--- src/rtl/pwm_gen_pkg.sv ---
// pwm_gen_pkg: shared width and duty constants for the motor-enable PWM channels.
package pwm_gen_pkg;
   localparam int PWM_WIDTH = 14;
   localparam logic [PWM_WIDTH-1:0] DUTY_OFF = '0;
   localparam logic [PWM_WIDTH-1:0] DUTY_25 = 14'h1000;
   localparam logic [PWM_WIDTH-1:0] DUTY_50 = 14'h2000;
endpackage

--- src/rtl/pwm_gen_if.sv ---
// pwm_gen_if: duty request in, enable waveform and period strobe out.
interface pwm_gen_if
   import pwm_gen_pkg::*;
#(
   parameter int WIDTH = PWM_WIDTH
);
   logic [WIDTH-1:0] duty;
   logic drive;
   logic last;
   modport master(output duty, input drive, input last);
   modport slave(input duty, output drive, output last);
endinterface

--- src/rtl/pwm_gen.sv ---
// pwm_gen: fixed 2^WIDTH-clock PWM; duty is latched only as the counter wraps.
module pwm_gen
   import pwm_gen_pkg::*;
#(
   parameter int WIDTH = PWM_WIDTH
) (
   input logic clk,
   input logic rst_n,
   pwm_gen_if.slave pwm
);
   logic [WIDTH-1:0] cnt_q, cnt_d, duty_q, duty_d;
   logic wrap;
   always_comb begin
      wrap = &cnt_q;
      cnt_d = cnt_q + 1'b1;
      duty_d = wrap ? pwm.duty : duty_q;
   end
   always_ff @(posedge clk or negedge rst_n) begin
      if (!rst_n) begin
         cnt_q <= '0;
         duty_q <= '0;
      end else begin
         cnt_q <= cnt_d;
         duty_q <= duty_d;
      end
   end
   // Outputs decode registers only, so reset drops drive without waiting for a clock.
   assign pwm.drive = cnt_q < duty_q;
   assign pwm.last = wrap;
endmodule

--- src/flat_wrapper.sv ---
// flat-port wrapper written by rule: the top's interface ports become plain ports
module pwm_gen_flat import pwm_gen_pkg::*;
#(
   parameter int WIDTH = PWM_WIDTH
)
  (clk, rst_n, pwm_duty, pwm_drive, pwm_last);
  pwm_gen_if #(.WIDTH(WIDTH)) pwm_i ();
  input logic clk;
  input logic rst_n;
  input wire logic [$bits(pwm_i.duty)-1:0] pwm_duty;
  output wire logic [$bits(pwm_i.drive)-1:0] pwm_drive;
  output wire logic [$bits(pwm_i.last)-1:0] pwm_last;
  assign pwm_i.duty = pwm_duty;
  assign pwm_drive = pwm_i.drive;
  assign pwm_last = pwm_i.last;
  pwm_gen #(.WIDTH(WIDTH)) u_core (.clk(clk), .rst_n(rst_n), .pwm(pwm_i));
endmodule
--- config.mk ---
export PLATFORM = sky130hd
export DESIGN_NAME = pwm_gen_flat
export DESIGN_NICKNAME = d
export VERILOG_FILES = /design/src/rtl/pwm_gen_pkg.sv /design/src/rtl/pwm_gen_if.sv /design/src/rtl/pwm_gen.sv /design/src/flat_wrapper.sv
export SDC_FILE = /design/constraint.sdc
export NUM_CORES = 1
export LEC_CHECK = 0
export ABC_AREA = 1
export ABC_CLOCK_PERIOD_IN_PS = 1200
export BUFFER_PORTS_ARGS = -buffer_cell sky130_fd_sc_hd__buf_2
export CAP_MARGIN = 20
export CORE_MARGIN = 3
export CORE_UTILIZATION = 51
export DETAILED_ROUTE_END_ITERATION = 8
export PLACE_DENSITY = 0.82
export SLEW_MARGIN = 0
export SYNTH_ARGS = -nofsm -noshare
export SYNTH_HDL_FRONTEND = slang
export SYNTH_SLANG_ARGS = --single-unit
--- constraint.sdc ---
create_clock -name clk -period 1.2 [get_ports clk]
set_input_delay 0.12 -clock clk [delete_from_list [all_inputs] [get_ports clk]]
set_output_delay 0.12 -clock clk [all_outputs]
set_load 0.05 [all_outputs]
# Yosys cells after proc, flatten, opt, wreduce, memory -nomap -nowiden
# Index checks and enable logic that the tools add are counted.
word_totals:
  ramBits: 0
  out_inout_bits: 2
  n_memories: 0
  latchBits: 0
  input_bits: 16
  elab_cells: 5
  regBits: 28
  romBits: 0
op_classes:
  mux: 0
  div: 0
  magnitude_cmp: 1
  multipliers: 0
  reduce_logical: 1
  n_shift: 0
  bitwise_logic: 0
  n_eq_ne: 0
  add_sub_neg: 1
ops:
  columns: ["operator", "count"]
  rows:
  - ["14-bit by 1-bit adder with 14-bit output (second input constant)", 1]
  - ["14-bit less-than comparator", 1]
  - ["14-bit AND reduction", 1]

# Depth between registers and ports, before layout
# Gate-level depths: netlist of the first run.
logic_depth:
  ltp_word: 1
  depth_mapped: 10
  ltp_nobuf: 9

# Worst setup path after synthesis of the first run
# No wires, ideal clock.
synth_timing:
  path_kind: "flip-flop to output port"
  from: "register u_core.cnt_q[5]"
  to: "output pwm_drive"
  path_stages_with_launch: 7
  setup_slack_ns: -0.667
  arrival_ns: 1.747
  n_path_buf: 0
  cell_sequence: "dfrtp_1 > ha_1 > nand2_1 > inv_1 > a21oi_1 > nand2_1 > a21oi_1"
synth_between:
  elab_chain_cells: 1
synth_rtl:
  columns: ["item", "line", "source"]
  rows:
  - ["from (decl)", "pwm_gen.sv:11", "logic [WIDTH-1:0] cnt_q, cnt_d, duty_q, duty_d;"]
  - ["from (signal assigned)", "pwm_gen.sv:23", "cnt_q <= cnt_d;"]
  - ["14-bit less-than comparator", "pwm_gen.sv:28", "assign pwm.drive = cnt_q < duty_q;"]
  - ["to (decl)", "flat_wrapper.sv:11", "output wire logic [$bits(pwm_i.drive)-1:0] pwm_drive;"]
# Every way passes these cells.

# Worst setup path in the final report of the first run
layout_timing:
  from: "register u_core.duty_q[5]"
  to: "output pwm_drive"
layout_between:
  elab_chain_cells: 1
layout_rtl:
  columns: ["item", "line", "source"]
  rows:
  - ["from (decl)", "pwm_gen.sv:11", null]
  - ["from (signal assigned)", "pwm_gen.sv:24", "duty_q <= duty_d;"]
  - ["14-bit less-than comparator", "pwm_gen.sv:28", null]
# Every way passes these cells.

==> results.sh, run 1 <==
export IMPL_final_layout_size_suffix_gt1_share_pct=50.96
export IMPL_wl_per_cell_um=22.57
export IMPL_ios=18
export IMPL_io_buffer_count=17
export IMPL_cts_buffers=3
export IMPL_cp_start_kind="register"
export IMPL_period_needed_ps=2075
export IMPL_pwr_share_comb_pct=6.2
export IMPL_synth_top_area_share_pct=45.75
export IMPL_skew_ps=4.376
export IMPL_die_w_um=60.80
export IMPL_ys_ff_latch=28
export IMPL_cts_root_buf="clkbuf_4"
export IMPL_crit_buf_inv=3
export IMPL_postRouteAntennaNets=0
export IMPL_clock_fmax_mhz=481.9
export IMPL_crit_family="flip-flops"
export IMPL_die_h_um=60.80
export IMPL_start_util_pct=54.59
export IMPL_p_seq_share_pct=61.5
export IMPL_fin_ws_ps=-875.1
export IMPL_synth_area_leaders="dfrtp_1, nand2_1, ha_1"
export IMPL_mostFrequentLayoutCells="nand2_1, buf_4, nand2_2, dfrtp_1, inv_1"
export IMPL_slew_headroom_pct=75.47
export IMPL_yosys_area_top_type="dfrtp_1"
export IMPL_clock_path_buffers=2
export IMPL_p_total_mw=1.534
export IMPL_fin_util_pct=89.83
export IMPL_tns_ps=-7245
export IMPL_p_per_area_nw_per_um2=608.9
export IMPL_diodes=0
export IMPL_grt_pass1_wl_mm=7.707
export IMPL_final_hold_viol_count=0
export IMPL_slowest_delay_ps=430
export IMPL_cts_htree_levels=1
export IMPL_cp_slowest_cell="dfrtp_1"
export IMPL_vias_per_cell=5.856
export IMPL_drt_iter0_drc=126
export IMPL_clk_pin_slew_ps=160
export IMPL_first_pass_iters=4
export IMPL_cap_viol_max_count=0
export IMPL_synth_top_family_by_area="simple AND/OR/NAND/NOR gates"
export IMPL_ff2ff_setup_slack_ps=-410
export IMPL_num_fill_cells=99
export IMPL_synth_xor_area_share_pct=6.863
export IMPL_ir_worst_vdd_v=0.0007237
export IMPL_dr_total_vias=1710
export IMPL_grt_ovfl_total=0
export IMPL_grt_pass1_vias=1635
export IMPL_route_detailed_drc=0
export IMPL_setup_violations=22
export IMPL_end_kind="output pin"
export IMPL_worst_pin_slew_ps=368.0
export IMPL_clk_latency_ps=350
export IMPL_critical_path_class="reg2out"
export IMPL_dp_slack_ps=-389.9
export IMPL_p_switching_uw=352.2
export IMPL_synth_area_mux_share_pct=0
export IMPL_status="finished with violations"
export IMPL_synth_fp_nets=214
export IMPL_fin_crit_sh_pct=172.9
export IMPL_internal_power_mw=1.182
export IMPL_gp_congestion=0.8200
export IMPL_grt_max_degree=29
export IMPL_p_sw_share_pct=22.95
export IMPL_p_clk_share_pct=32.2
export IMPL_cp_max_fo=2
export IMPL_dpl_hpwl_mm=2.311
export IMPL_yosys_cell_types_count=20
export IMPL_grt_usage_pct=29.44
export IMPL_area_delta_synth_final_pct=64.54
export IMPL_layout_nets=292
export IMPL_p_leak_nw=1.379
export IMPL_violations="negative setup slack"
export IMPL_syn_inst=184
export IMPL_grt_antenna_before_repair=0
export IMPL_critical_path_cell_chain="inv_1 > ha_4 > nand2_2 > inv_1 > a21oi_2 > nand2_2 > a21oi_4 > buf_6"
export IMPL_yosys_warnings=0
export IMPL_die_area_sq_um=3697
export IMPL_layout_commonest_cell="nand2_1"
export IMPL_cts_tree="done"
export IMPL_crit_required_ps=1080
export IMPL_hold_path_class="in2async"
export IMPL_rsz0062_at_grt="yes"
export IMPL_syn_area_sq_um=1531
export IMPL_row_count=19
export IMPL_cts_sinks=28
export IMPL_crit_arrival_ps=1960
export IMPL_synthAdderAreaFrac_pct=11.44
export IMPL_wirelength_mm=6.591
export IMPL_synthSimpleGateAreaFrac_pct=26.14
export IMPL_hold_slack_ps=280.7
export IMPL_synth_compound_area_share_pct=1.797
export IMPL_report_final_slew_viol_count=0
export IMPL_ys_seq_area_share_pct=45.75
export IMPL_core_sq_um=2805
export IMPL_avgSynthCellArea_sq_um=8.323
## synth_stat cells
master	count
nand2_1	76
inv_6	1
nand2_4	1
nor2_4	1
ha_1	14
nor2_1	12
xnor2_1	5
a21o_1	1
a21oi_1	4
nor3b_1	1
dfrtp_1	28
inv_1	23
buf_8	1
nor2_2	1
xor2_1	7
clkinv_2	1
nand3_1	3
nand2_2	2
nand4_1	1
buf_4	1
## power groups by stage
stage	sequential (mW)	combinational, mW	clock [mW]
after floorplan	0.962	0.0000101	0
after global placement	0.961	0.0466	0
after detailed placement	0.961	0.0475	0
after CTS	0.944	0.0860	0.479
after global routing	0.944	0.103	0.526
final	0.944	0.0956	0.495
## kinds of logic after synthesis
logic type | count (synthesis)
XOR/XNOR | 12
adder cells (fa/ha/maj) | 14
AO/OA/AOI/OAI | 5
flip-flops | 28
AND/OR/NAND/NOR | 98
buffers and inverters | 27
## timing repair
action | CTS | global route
hold buffers | 15 | 0
setup buffers | 4 | 13
endpoints found under the hold margin | 42 | 0
pin swaps | 10 | 20
resized for setup | 19 | 63
endpoints found under the setup margin | 21 | 26
## final timing paths
kind,from,end,cells past startpoint
max,u_core.duty_q[5]$_DFFE_PN0P_,pwm_drive,8
min,rst_n,u_core.cnt_q[10]$_DFF_PN0_,3
max reg2reg,u_core.cnt_q[9]$_DFF_PN0_,u_core.duty_q[7]$_DFFE_PN0P_,9
min reg2reg,u_core.duty_q[1]$_DFFE_PN0P_,u_core.duty_q[1]$_DFFE_PN0P_,2
max in group asynchronous,rst_n,u_core.cnt_q[1]$_DFF_PN0_,3
min in group clk,pwm_duty[2],u_core.duty_q[2]$_DFFE_PN0P_,4
## metal layers
layer / up-vias / global-route usage, % / routed length [um] / part of all wire (%)
li1: 711 / - / - / -
met1: 808 / 37.83 / 2400 / 36
met2: 140 / 49.16 / 3074 / 47
met3: 51 / 3.617 / 595 / 9.0
met4: 0 / 13.93 / 520 / 7.9
met5: - / 0 / 0 / 0
## worst min-delay path: cells and delay by family
family   cells  cell delay (ps)
buf+inv      3              940
## through the flow
| stage | instances | instance area (sq um) |
|---|---|---|
| floorplan | 184 | 1577 |
| global placement | 262 | 1934 |
| detailed placement | 262 | 1934 |
| CTS | 284 | 2206 |
| global route | 292 | 2520 |
| finish | 292 | 2520 |
## state kept, by name (all words and copies together) (netlist names)
name and count:
u_core.cnt_q 14, u_core.duty_q 14
## area by class of cell
cell class / instances / area, sq um / area share (%)
tap: 31 / 38.79 / 1.539
sequential: 28 / 701.9 / 27.85
timing repair buffer: 75 / 625.6 / 24.83
multi-input combinational: 129 / 1016 / 40.32
inverter: 25 / 101.3 / 4.022
clock buffer: 4 / 36.28 / 1.440
Power figures use the tool's default switching activity.
==> inputs of run 2 (changes only) <==
--- a/constraint.sdc
+++ b/constraint.sdc
@@ -3,2 +3,2 @@
 set_output_delay 0.12 -clock clk [all_outputs]
-set_load 0.05 [all_outputs]
+set_load 0.02 [all_outputs]
==> run 2 against run 1 <==
The run now fails in global routing. Synthesized area did not move. Synthesized cell count unchanged.
==> results.sh, run 2 <==
export IMPL_status="did not finish"
export IMPL_failed_stage="global routing"
export IMPL_firstError="[ERROR DPL-0033] detailed placement checks failed during check placement."
export IMPL_cts_sinks=28
export IMPL_synthFlopType="dfrtp_1"
export IMPL_synth_area_leaders="dfrtp_1, nand2_1, ha_1"
export IMPL_synthSimpleGateAreaFrac_pct=26.14
export IMPL_synth_top_area_share_pct=45.75
export IMPL_synth_fp_nets=214
export IMPL_synth_most_common_cell="nand2_1"
export IMPL_cts_htree_levels=1
export IMPL_synth_xor_area_share_pct=6.863
export IMPL_synth_common_cells="nand2_1, dfrtp_1, inv_1, ha_1, nor2_1"
export IMPL_die_h_um=60.80
export IMPL_syn_inst=184
export IMPL_yosys_area_top_type="dfrtp_1"
export IMPL_syn_area_sq_um=1531
export IMPL_yosys_cell_types_count=20
export IMPL_yosys_warnings=0
export IMPL_dpl_hpwl_mm=2.262
export IMPL_ys_ff_latch=28
export IMPL_start_util_pct=54.59
export IMPL_worstEpCategory="output port"
export IMPL_die_w_um=60.80
export IMPL_row_count=19
export IMPL_cts_root_buf="clkbuf_4"
export IMPL_avgSynthCellArea_sq_um=8.323
export IMPL_grt_max_degree=29
export IMPL_synth_area_mux_share_pct=0
export IMPL_synth_top_family_by_area="simple AND/OR/NAND/NOR gates"
export IMPL_ios=18
export IMPL_postGrtWorstEndpoint="pwm_drive"
export IMPL_io_buffer_count=17
export IMPL_grt_antenna_before_repair=1
export IMPL_synth_compound_area_share_pct=1.797
export IMPL_gp_congestion=0.7570
export IMPL_synthArstFlopShare_pct=100.0
export IMPL_synthAdderAreaFrac_pct=11.44
export IMPL_ys_seq_area_share_pct=45.75
export IMPL_synth_edff_count=0
export IMPL_cts_buffers=3
export IMPL_clock_path_buffers=2
==> run 2: cell counts after synthesis <==
Identical to the previous run, type by type.
==> run 2: cells by family after synthesis <==
group	count (synthesis)
flops	28
xor+xnor	12
fa+ha+maj	14
simple gates	98
compound gates	5
buf+inv	27
==> run 2: repair_timing <==
action                                  in CTS
gates cloned                                 1
hold endpoints to repair                    42
endpoints found under the setup margin      22
hold buffers                                15
gates resized for setup                     41
buffers inserted                             7
pin swaps                                   15
==> run 2: per-stage QoR <==
stage                     cells  instance area (sq um)  setup slack, ps  hold WS (ps)  util (%)
after CTS                   289                   2312           -624.8         294.2     82.43
after floorplan             184                   1553           -126.1        -175.6         -
after global placement      263                   1902           -233.8         143.9     67.80
after detailed placement    263                   1902           -275.8         142.4     67.80
==> inputs of run 3 (changes only) <==
Settings changed: ABC_CLOCK_PERIOD_IN_PS 1200 to 1550, CORE_UTILIZATION 51 to 39, PLACE_DENSITY 0.82 to unset, PLACE_DENSITY_LB_ADDON set to 0.15.
Clock period 1.2 ns to 1.55 ns, I/O delays scaled along.
==> run 3 against run 2 <==
The flow now finishes, with violations (negative setup slack).
==> results.sh, run 3 (same netlist as run 1, synthesis figures left out) <==
export IMPL_r2r_start="u_core.cnt_q[1]$_DFF_PN0_"
export IMPL_p_sw_share_pct=19.53
export IMPL_start_util_pct=41.21
export IMPL_placed_cells=255
export IMPL_clk_pin_slew_ps=90
export IMPL_grt_pass1_wl_mm=5.285
export IMPL_cts_tree="done"
export IMPL_p_clk_share_pct=36.8
export IMPL_ios=18
export IMPL_cp_max_fo=2
export IMPL_diodes=0
export IMPL_cp_start_kind="register"
export IMPL_cts_htree_levels=1
export IMPL_die_w_um=68.67
export IMPL_clk_latency_ps=270
export IMPL_grt_max_degree=29
export IMPL_report_final_slew_viol_count=0
export IMPL_cts_root_buf="clkbuf_8"
export IMPL_p_per_area_nw_per_um2=630.6
export IMPL_violations="negative setup slack"
export IMPL_worstReg2RegEnd="u_core.duty_q[3]$_DFFE_PN0P_"
export IMPL_final_layout_size_suffix_gt1_share_pct=24.31
export IMPL_ff2ff_setup_slack_ps=120
export IMPL_ir_worst_vdd_v=0.0003278
export IMPL_internal_power_uw=971.4
export IMPL_slew_headroom_pct=57.69
export IMPL_cts_sinks=28
export IMPL_vias_per_cell=4.391
export IMPL_p_leak_nw=1.123
export IMPL_dpl_hpwl_mm=2.214
export IMPL_first_pass_iters=2
export IMPL_p_seq_share_pct=60.5
export IMPL_period_needed_ps=1756
export IMPL_gp_congestion=0.8013
export IMPL_reg_top3="u_core.cnt_q (14), u_core.duty_q (14)"
export IMPL_hold_start="pwm_duty[11]"
export IMPL_die_area_sq_um=4715
export IMPL_dr_total_vias=1168
export IMPL_dp_slack_ps=15.28
export IMPL_tns_ps=-247.2
export IMPL_route_detailed_drc=0
export IMPL_wirelength_mm=2.982
export IMPL_cap_viol_max_count=0
export IMPL_postRouteAntennaNets=0
export IMPL_row_count=22
export IMPL_core_sq_um=3716
export IMPL_drt_iter0_drc=17
export IMPL_layout_commonest_cell="nand2_1"
export IMPL_status="finished with violations"
export IMPL_final_hold_viol_count=0
export IMPL_worst_hold_path_endpoint="u_core.duty_q[11]$_DFFE_PN0P_"
export IMPL_end_kind="output pin"
export IMPL_rr_worst_depth=9
export IMPL_area_delta_synth_final_pct=25.00
export IMPL_fin_crit_sh_pct=113.3
export IMPL_fin_ws_ps=-206.0
export IMPL_rsz0062_at_grt="yes"
export IMPL_hold_path_class="in2reg"
export IMPL_grt_pass1_vias=1181
export IMPL_die_h_um=68.67
export IMPL_hold_slack_ps=70.02
export IMPL_crit_required_ps=1390
export IMPL_grt_antenna_before_repair=0
export IMPL_worst_pin_slew_ps=634.7
export IMPL_crit_arrival_ps=1600
export IMPL_layout_nets=249
export IMPL_hold_depth=3
export IMPL_setup_violations=2
export IMPL_grt_ovfl_total=0
export IMPL_pwr_share_comb_pct=2.8
export IMPL_wl_per_cell_um=11.21
export IMPL_clock_fmax_mhz=569.5
export IMPL_p_switching_uw=235.8
export IMPL_clock_path_buffers=2
export IMPL_critical_path_class="reg2out"
export IMPL_skew_ps=5.918
export IMPL_io_buffer_count=17
export IMPL_grt_usage_pct=15.12
export IMPL_mostFrequentLayoutCells="nand2_1, dfrtp_1, inv_1"
export IMPL_cts_buffers=3
export IMPL_final_cells=266
[run 3: layer usage]
layer | up-vias | part of all wire (%) | global-route usage (%) | wire (um)
li1 | 628 | - | - | -
met1 | 516 | 48 | 20.02 | 1434
met2 | 18 | 47 | 24.43 | 1387
met3 | 6 | 3.3 | 3.404 | 97
met4 | 0 | 2.0 | 4.715 | 61
met5 | - | 0 | 0 | 0
[run 3: worst max-delay path, cell delays in order, from the launching register on]
cell and delay [ps]:
dfrtp_1 400, ha_1 320, a21o_1 160, nor2_1 110
nand2_1 70, a21oi_2 130, buf_6 130
[run 3: how the worst max path moves through the flow]
stage | to | cells after the start | start | slack, ps
global placement | pwm_drive | 6 | u_core.cnt_q[13]$_DFF_PN0_ | 40
global route | pwm_drive | 6 | u_core.cnt_q[13]$_DFF_PN0_ | -310
floorplan | pwm_drive | 6 | u_core.cnt_q[5]$_DFF_PN0_ | 70
detailed placement | pwm_drive | 6 | u_core.cnt_q[13]$_DFF_PN0_ | 20
finish | pwm_drive | 6 | u_core.cnt_q[13]$_DFF_PN0_ | -210
CTS | pwm_drive | 6 | u_core.cnt_q[13]$_DFF_PN0_ | -220
[run 3: power groups by stage]
| stage | clock (mW) | sequential [mW] | combinational [mW] |
|---|---|---|---|
| 6_report | 0.444 | 0.730 | 0.0332 |
| 5_1_grt | 0.503 | 0.730 | 0.0393 |
| 4_1_cts | 0.462 | 0.730 | 0.0352 |
| 3_5_place_dp | 0 | 0.744 | 0.0331 |
| 3_3_place_gp | 0 | 0.744 | 0.0319 |
| 2_1_floorplan | 0 | 0.745 | 0.000000328 |
[run 3: timing repair]
item                       CTS  global route
pin swaps                    9             8
setup buffers                4             3
hold endpoints to repair    28             0
gates resized for setup      8            12
hold buffers                 1             0
setup endpoints to repair    2            15
[run 3: layout make-up]
type / instances / area [sq um]
timing repair buffer: 32 / 212.7
inverter: 25 / 103.9
multi-input combinational: 129 / 782.0
sequential: 28 / 700.7
fill: 353 / 1802
tap: 48 / 60.06
clock buffer: 4 / 55.05
[run 3: metrics by stage]
| step | power [mW] | utilization (%) | cell area, sq um |
|---|---|---|---|
| 2_1_floorplan | 0.7445 | - | 1531 |
| 3_3_place_gp | 0.7762 | 46.13 | 1714 |
| 3_5_place_dp | 0.7774 | 46.13 | 1714 |
| 4_1_cts | 1.227 | 49.49 | 1839 |
| 5_1_grt | 1.272 | 51.52 | 1914 |
| 6_report | 1.207 | 51.52 | 1914 |
